<file path="config.mk">
export PLATFORM = sky130hd
export DESIGN_NAME = instruction_cache
export DESIGN_NICKNAME = d
export VERILOG_FILES = /design/src/rtl/instruction_cache.sv
export SDC_FILE = /design/constraint.sdc
export NUM_CORES = 2
export LEC_CHECK = 0
export BUFFER_PORTS_ARGS = -buffer_cell sky130_fd_sc_hd__buf_2
export CORE_MARGIN = 2
export CORE_UTILIZATION = 30
export CTS_BUF_LIST = sky130_fd_sc_hd__clkbuf_8
export DETAILED_ROUTE_END_ITERATION = 16
export PLACE_DENSITY = 0.5
export RECOVER_POWER = 25
export SYNTH_ARGS = -nofsm -noshare
export SYNTH_HDL_FRONTEND = slang
export SYNTH_SLANG_ARGS = --single-unit
</file>
<file path="constraint.sdc">
create_clock -name clk_in -period 4.22 [get_ports clk_in]
set_input_delay 0.633 -clock clk_in [delete_from_list [all_inputs] [get_ports clk_in]]
set_output_delay 0.633 -clock clk_in [all_outputs]
set_load 0.01 [all_outputs]
</file>
<file path="src/rtl/instruction_cache.sv">
// Direct-mapped, read-only instruction cache between the fetch stage and the memory controller.
// Misses refill the whole line word-by-word from word 0; a ROB clear aborts any in-flight request.
module instruction_cache #(
  parameter int INDEX_BITS    = 4,
  parameter int WORD_SEL_BITS = 2
) (
  input  logic        clk_in,
  input  logic        rst_in,
  input  logic        rdy_in,
  input  logic        valid_in,
  input  logic [31:0] addr_in,
  input  logic        clear_in,
  output logic        inst_ready_out,
  output logic [31:0] inst_out,
  output logic        mem_req_out,
  output logic [31:0] mem_addr_out,
  input  logic        mem_ready_in,
  input  logic [31:0] mem_data_in
);

  localparam int LINES    = 1 << INDEX_BITS;
  localparam int WORDS    = 1 << WORD_SEL_BITS;
  localparam int TAG_LSB  = INDEX_BITS + WORD_SEL_BITS + 2;
  localparam int TAG_BITS = 32 - TAG_LSB;

  typedef enum logic [1:0] {
    IDLE    = 2'd0,
    REFILL  = 2'd1,
    RESPOND = 2'd2
  } state_e;

  state_e                     state_q, state_d;
  logic [31:2]                req_addr_q, req_addr_d;
  logic [WORD_SEL_BITS-1:0]   cnt_q, cnt_d;
  logic [LINES-1:0]           valid_q, valid_d;
  logic                       inst_ready_q, inst_ready_d;
  logic [31:0]                inst_q, inst_d;
  logic                       mem_req_q, mem_req_d;
  logic [31:0]                mem_addr_q, mem_addr_d;
  logic [TAG_BITS-1:0]        tag_q  [LINES];
  logic [31:0]                data_q [LINES*WORDS];

  logic [WORD_SEL_BITS-1:0]   in_word_s, req_word_s;
  logic [INDEX_BITS-1:0]      in_index_s, req_index_s;
  logic [TAG_BITS-1:0]        in_tag_s, req_tag_s;
  logic                       hit_s, fill_s, last_word_s;
  logic                       data_we_s, tag_we_s;

  assign in_word_s   = addr_in[WORD_SEL_BITS+1:2];
  assign in_index_s  = addr_in[TAG_LSB-1:WORD_SEL_BITS+2];
  assign in_tag_s    = addr_in[31:TAG_LSB];
  assign req_word_s  = req_addr_q[WORD_SEL_BITS+1:2];
  assign req_index_s = req_addr_q[TAG_LSB-1:WORD_SEL_BITS+2];
  assign req_tag_s   = req_addr_q[31:TAG_LSB];

  assign hit_s       = valid_q[in_index_s] && (tag_q[in_index_s] == in_tag_s);
  // A beat only counts while the request is still being asserted.
  assign fill_s      = mem_req_q && mem_ready_in;
  assign last_word_s = (cnt_q == {WORD_SEL_BITS{1'b1}});

  always_ff @(posedge clk_in) begin
    if (rst_in) begin
      state_q      <= IDLE;
      req_addr_q   <= 30'd0;
      cnt_q        <= {WORD_SEL_BITS{1'b0}};
      valid_q      <= {LINES{1'b0}};
      inst_ready_q <= 1'b0;
      inst_q       <= 32'd0;
      mem_req_q    <= 1'b0;
      mem_addr_q   <= 32'd0;
    end else if (rdy_in) begin
      state_q      <= state_d;
      req_addr_q   <= req_addr_d;
      cnt_q        <= cnt_d;
      valid_q      <= valid_d;
      inst_ready_q <= inst_ready_d;
      inst_q       <= inst_d;
      mem_req_q    <= mem_req_d;
      mem_addr_q   <= mem_addr_d;
    end
  end

  always_ff @(posedge clk_in) begin
    if (!rst_in && rdy_in && data_we_s) begin
      data_q[{req_index_s, cnt_q}] <= mem_data_in;
    end
    if (!rst_in && rdy_in && tag_we_s) begin
      tag_q[req_index_s] <= req_tag_s;
    end
  end

  always_comb begin
    state_d = state_q;
    if (clear_in) begin
      state_d = IDLE;
    end else begin
      case (state_q)
        IDLE:    if (valid_in && !hit_s) state_d = REFILL;
        REFILL:  if (fill_s && last_word_s) state_d = RESPOND;
        RESPOND: state_d = IDLE;
        default: state_d = IDLE;
      endcase
    end
  end

  always_comb begin
    req_addr_d   = req_addr_q;
    cnt_d        = cnt_q;
    valid_d      = valid_q;
    inst_ready_d = 1'b0;
    inst_d       = inst_q;
    mem_req_d    = mem_req_q;
    mem_addr_d   = mem_addr_q;
    data_we_s    = 1'b0;
    tag_we_s     = 1'b0;
    if (clear_in) begin
      mem_req_d = 1'b0;
    end else begin
      case (state_q)
        IDLE: begin
          if (valid_in && hit_s) begin
            inst_ready_d = 1'b1;
            inst_d       = data_q[{in_index_s, in_word_s}];
          end else if (valid_in) begin
            req_addr_d          = addr_in[31:2];
            valid_d[in_index_s] = 1'b0;
            cnt_d               = {WORD_SEL_BITS{1'b0}};
            mem_req_d           = 1'b1;
            mem_addr_d          = {addr_in[31:WORD_SEL_BITS+2], {(WORD_SEL_BITS+2){1'b0}}};
          end else begin
            mem_req_d = 1'b0;
          end
        end
        REFILL: begin
          if (fill_s) begin
            data_we_s  = 1'b1;
            cnt_d      = cnt_q + WORD_SEL_BITS'(1);
            mem_addr_d = mem_addr_q + 32'd4;
            if (last_word_s) begin
              tag_we_s             = 1'b1;
              valid_d[req_index_s] = 1'b1;
              mem_req_d            = 1'b0;
              inst_ready_d         = 1'b1;
              // The requested word may be the one arriving right now.
              inst_d = (req_word_s == cnt_q) ? mem_data_in : data_q[{req_index_s, req_word_s}];
            end else begin
              mem_req_d = 1'b1;
            end
          end else begin
            mem_req_d = 1'b1;
          end
        end
        RESPOND: mem_req_d = 1'b0;
        default: mem_req_d = 1'b0;
      endcase
    end
  end

  assign inst_ready_out = inst_ready_q;
  assign inst_out       = inst_q;
  assign mem_req_out    = mem_req_q;
  assign mem_addr_out   = mem_addr_q;

endmodule

</file>
Yosys cells after proc, flatten, opt, wreduce, memory -nomap -nowiden:

Memories as Yosys holds them, arrays and structs flattened. A register that Yosys moved wholly into a read port is not among the register bits.
Index checks and enable logic that the tools add are counted.

* $add $sub $neg: 2
* order comparisons: 4
* eq/ne operators: 12
* muxes and demuxes: 50
* bitwise gates (word level): 5
* reductions and logical operators: 20

Operator list (count)
* two-way mux 32 bit: 7
* case mux 32 bit (2 select lines): 2
* two-way mux 16 bit: 4
* adder 32 x 3 -> 32 bit, second input constant: 1
* case mux 16 bit (2 select lines): 1
* == test 24 bit: 1
* two-way mux 1 bit: 21
* AND 16 bit: 1
* NOT 16 bit: 1
* OR 16 bit: 1
* two-way mux 2 bit: 6
* two-way mux 6 bit: 2
* AND reduction 6 bit: 2
* logical AND 1 bit: 10
* < comparator 4 x 5 -> 1 bit, second input constant: 2
* inequality test 2 bit, second input constant: 5
* inequality test 3 bit, second input constant: 3
* demux 1 bit (select 4 bit): 2
* >= comparator 4 x 1 -> 1 bit, second input constant: 2
* case mux 2 bit (2 select lines): 2
* AND reduction 7 bit: 1
* AND reduction 5 bit: 1
* binary-select mux 1 bit (select 4 bit): 1
* case mux 1 bit (2 select lines): 2
* other kinds (10): 12

* flip-flop bits (word level): 116
* RAM bits: 2432
* output and inout port bits: 66
* word-level logic and storage cells: 103
* memories kept: 2

Memories
* data_q: words 64, bits a word 32, rd ports 2, clocked after memory_dff 1, wr ports 1, RTL line 41 `logic [31:0] data_q [LINES*WORDS];`
* tag_q: words 16, bits a word 24, rd ports 1, clocked after memory_dff 0, wr ports 1, RTL line 40 `logic [TAG_BITS-1:0] tag_q [LINES];`

Longest topological paths before layout:

* word-level depth: 9
* gate-level depth with buffers: 16

Worst setup path before layout:

OpenSTA, ideal clock, no wires.

* path kind: input-to-reg
* start point: input addr_in[2]
* end point: register inst_q[31] (netlist: inst_out[31])
* arrival time: 3.558 ns
* data required time: 4.097 ns
* slack: 0.538 ns
* cell stages on the path: 11
* buffers on the path: 5
* cell sequence: buf_2 -> buf_4 -> buf_2 -> buf_1 -> buf_2 -> mux4_2 -> a22oi_1 -> nand3_1 -> nor4_1 -> a311oi_1 -> mux2_1

* word-level cells in the longest chain between the ends: 3

Ends and longest elaborated chain
* start: declaration: RTL line 11 `input logic [31:0] addr_in,`
* memory (64 x 32 bit)
* two-way mux 32 bit: RTL line 121 `if (valid_in && hit_s) begin`
* case mux 32 bit (2 select lines): RTL line 119 `case (state_q)`
* end signal: assignment: RTL line 77 `inst_q <= inst_d;`
* end: declaration: RTL line 37 `logic [31:0] inst_q, inst_d;`

No other way between the ends. The select of a mux whose other input is x is not followed.
A chain may end at the register's enable or synchronous reset.

Worst setup path after layout:

* start point: memory tag_q[6][15] in the netlist's numbering
* end point: register inst_ready_q (netlist: inst_ready_out)

* word-level cells in the longest chain between the ends: 7

Ends and longest elaborated chain
* start: declaration: RTL line 40
* memory (16 x 24 bit)
* == test 24 bit: RTL line 56 `assign hit_s = valid_q[in_index_s] && (tag_q[in_index_s] == in_tag_s);`
* logical AND 1 bit: RTL line 56
* logical AND 1 bit: RTL line 121
* two-way mux 1 bit: RTL line 121
* case mux 1 bit (2 select lines): RTL line 119
* two-way mux 1 bit: RTL line 116 `if (clear_in) begin`
* end signal: assignment: RTL line 76 `inst_ready_q <= inst_ready_d;`
* end: declaration: RTL line 36 `logic inst_ready_q, inst_ready_d;`

No other way between the ends.

==> results.json <==
{
  "cap_violations": 18,
  "cts.path.max_buffers": 4,
  "gr-total-overflow": 0,
  "crit_path_start_kind": "flop",
  "viasPerCell": 5.71,
  "dieArea_um2": 389000,
  "synth_top_area_share_pct": 63.4,
  "path_cells": "mux4_2 -> a221oi_1 -> a21oi_1 -> or4_4 -> a221oi_2 -> o2111ai_2 -> nor3_4 -> buf_4 -> nand2_1 -> o21ai_1 -> dlygate4sd3_1",
  "fin_crit_ns": 3.93,
  "yosys-top-cells-area": "edfxtp_1 63%, mux4_2 26%, dfxtp_1 2.1%",
  "worstPathRequired_ns": 5.19,
  "cts_tree": "yes",
  "hp-class": "in -> reg",
  "pwr-share-clk_pct": 39.8,
  "finalMaxSlewViolations": 926,
  "vdd_drop_max_v": 0.000262,
  "cts_buffers": 428,
  "power.leakage_uw": 0.0412,
  "fill_cells": 35600,
  "grt_pass1_wl_um": 577000,
  "fp.dieW_um": 624,
  "power_density_nw_per_um2": 387,
  "drtAntennaViolNets": 0,
  "synth_cell_types": 80,
  "p_total_uw": 52000,
  "die_h_um": 624,
  "dr.pass1.iters": 6,
  "ys_ff_latch": 2552,
  "relSlewSlack_pct": -93.1,
  "cp_slowest_stage_delay_ns": 0.55,
  "ys.flop_type": "edfxtp_1",
  "coreArea_um2": 382000,
  "p_comb_share_pct": 6.8,
  "cp.arrival_ns": 4.90,
  "hold_ws_ns": 0.0998,
  "synthCells": 5557,
  "grt_util_all_layers_pct": 21.4,
  "netlist_area_um2": 115000,
  "wl_um": 423000,
  "start_util_pct": 30.2,
  "wl_per_cell_um": 36.6,
  "internal-power_uw": 39600,
  "status": "finished with violations",
  "clk_latency_ns": 1.04,
  "fmax_mhz": 254,
  "avgSynthCellArea_um2": 20.7,
  "switching_share_pct": 24.0,
  "cts.sinks": 2552,
  "synth-async-reset-ratio_pct": 0,
  "via_count": 66000,
  "antenna_found_initial": 39,
  "grt_max_degree": 84,
  "max_slew.worst_pin.slew_ns": 2.90,
  "synth_edf_count": 2432,
  "crit_type": "reg -> reg",
  "portBuffers": 131,
  "post-dp-hpwl_um": 250000,
  "setup_viol": 0,
  "switchingPower_uw": 12500,
  "stdcell_area_um2": 134000,
  "period_share_pct": 93.2,
  "critPathMaxFanout": 20,
  "seqPwrFrac_pct": 53.4,
  "io_pins": 136,
  "grt_pass1_vias": 68400,
  "row_count": 227,
  "drc": 0,
  "yosysWarnings": 0,
  "syn2layout_area_growth_pct": 16.6,
  "gp_congestion": 0.800,
  "final_net_count": 6257,
  "cp-end-kind": "flop",
  "failed_checks": "capacitance limit, slew limit",
  "place_area_um2": 126000,
  "drive_gt1_share_pct": 39.6,
  "dr.first_iter.drc_count": 7860,
  "clock_skew_ns": 0.0580,
  "rsz0062_at_grt": "no",
  "cpMaxStageDelayCell": "or4_4",
  "yosys.area.top_type": "edfxtp_1",
  "yosysSeqAreaShare_pct": 65.4,
  "h-tree-depth": 5,
  "cts-root-buf": "clkbuf_8",
  "hold_viol_final": 0,
  "clk_pin_slew_ns": 0.06,
  "fin_util_pct": 35.2
}
## stage by stage
| stage | setup TNS [ns] | cells | worst slack, ns |
|---|---|---|---|
| global route | 0 | 11600 | 0.150 |
| global placement | -20.46 | 10800 | -0.272 |
| CTS | 0 | 11600 | 0.300 |
| detailed placement | -18.71 | 10800 | -0.276 |
| finish | 0 | 11600 | 0.289 |
| floorplan | 0 | 5558 | 0.538 |
## area by class of cell
class	count	area, um2	share of cell area, %
inverter	20	77.6	0.0577
timing repair buffer	627	6200	4.61
multi-input combinational	2556	38600	28.7
clock inverter	317	1630	1.21
tap	5038	6300	4.69
antenna	11	27.5	0.0205
clock buffer	445	6120	4.56
sequential	2552	75500	56.2
## critical path, delay by kind of cell, from the launching register on
| kind | cells | cell delay, ns |
|---|---|---|
| compound gates | 5 | 1.16 |
| simple gates | 3 | 0.92 |
| buf+inv | 2 | 0.92 |
| mux | 1 | 0.50 |
| flops | 1 | 0.37 |
## synthesized netlist by cell type, types with 13 or more instances
cell type,n
edfxtp_1,2432
mux4_2,1328
clkbuf_1,248
nor2_1,163
nand2_1,158
mux2i_1,154
dfxtp_1,120
a21oi_1,97
o21ai_0,86
buf_2,78
nand3_1,75
buf_1,73
a22oi_1,64
nor2b_1,34
mux2_2,29
or3_1,22
a221oi_1,19
inv_1,19
o22ai_1,19
o41ai_1,19
nor3_1,18
o211ai_1,18
a31oi_1,17
nand4_1,16
a211oi_1,15
and3_1,15
buf_4,15
buf_6,15
xnor2_1,15
a22o_1,13
a311oi_1,13
## layer usage
layer | up-vias | wire length [um] | GRT usage, %
met5 | - | 153 | 0
met3 | 791 | 30300 | 4.00
met1 | 36500 | 166000 | 27.5
met2 | 3153 | 209000 | 36.1
li1 | 25600 | - | -
met4 | 22 | 17100 | 7.83
## cell usage in the layout (no fill, tap or decap), drive strengths merged, types with 7 or more instances in the layout
cell type       n
edfxtp       2432
mux4         1328
buf           564
clkbuf        482
inv           173
nor2          164
nand2         158
mux2i         154
clkinv        140
dfxtp         120
a21oi         100
o21ai          91
nand3          75
a22oi          64
mux2           45
nor2b          34
dlygate4sd3    26
or3            22
a221oi         20
o22ai          19
o41ai          19
nor3           19
o211ai         18
a31oi          17
a211oi         17
nand4          16
and3           15
xnor2          15
clkinvlp       14
a22o           13
a311oi         13
diode          11
nor4           11
bufinv         10
and2            9
xor2            8
o31ai           8
a32oi           7
## final timing paths
kind / startpoint / endpoint / slack [ns] / depth (start not counted)
worst max register to register: tag_q[6][15] / inst_ready_out / 0.29 / 11
worst min register to register: inst_out[13] / inst_out[13] / 0.46 / 2
worst max-delay path: tag_q[6][15] / inst_ready_out / 0.29 / 11
worst min-delay path: addr_in[31] / req_addr_q[31] / 0.1 / 3
## power groups by stage
stage / logic (uW) / registers, uW / clock network, uW
after global placement: 3490 / 28300 / 0
after global routing: 3690 / 27800 / 22200
after floorplan: 2010 / 28300 / 0
after detailed placement: 3520 / 28300 / 0
after CTS: 3550 / 27800 / 21200
final: 3520 / 27800 / 20700
## cells by family (layout without fill, tap and decap cells)
| logic type | after synthesis | count (layout) | synth area share [%] |
|---|---|---|---|
| buf+inv | 450 | 1409 | 1.70 |
| compound gates | 450 | 450 | 2.67 |
| flops | 2552 | 2552 | 65.4 |
| simple gates | 552 | 552 | 2.24 |
| mux | 1527 | 1527 | 27.7 |
| fa+ha+maj | 2 | 2 | 0.0217 |
| xor+xnor | 23 | 23 | 0.175 |
| other cells | 1 | 13 | 0.00325 |
## flip-flops by register name, indices dropped and copies added (netlist names), named ones only
name	flops
mem_addr_out	30
cnt_q	2
valid_q	16
inst_out	32
state_q	2
data_q	2048
inst_ready_out	1
req_addr_q	30
tag_q	384
mem_req_out	1
## repair_timing
| item | CTS | global route |
|---|---|---|
| hold endpoints to repair | 51 | 0 |
| hold buffers | 26 | 0 |
| gates resized for setup | 0 | 0 |
| buffers inserted | 0 | 0 |
Power figures use the tool's default switching activity.
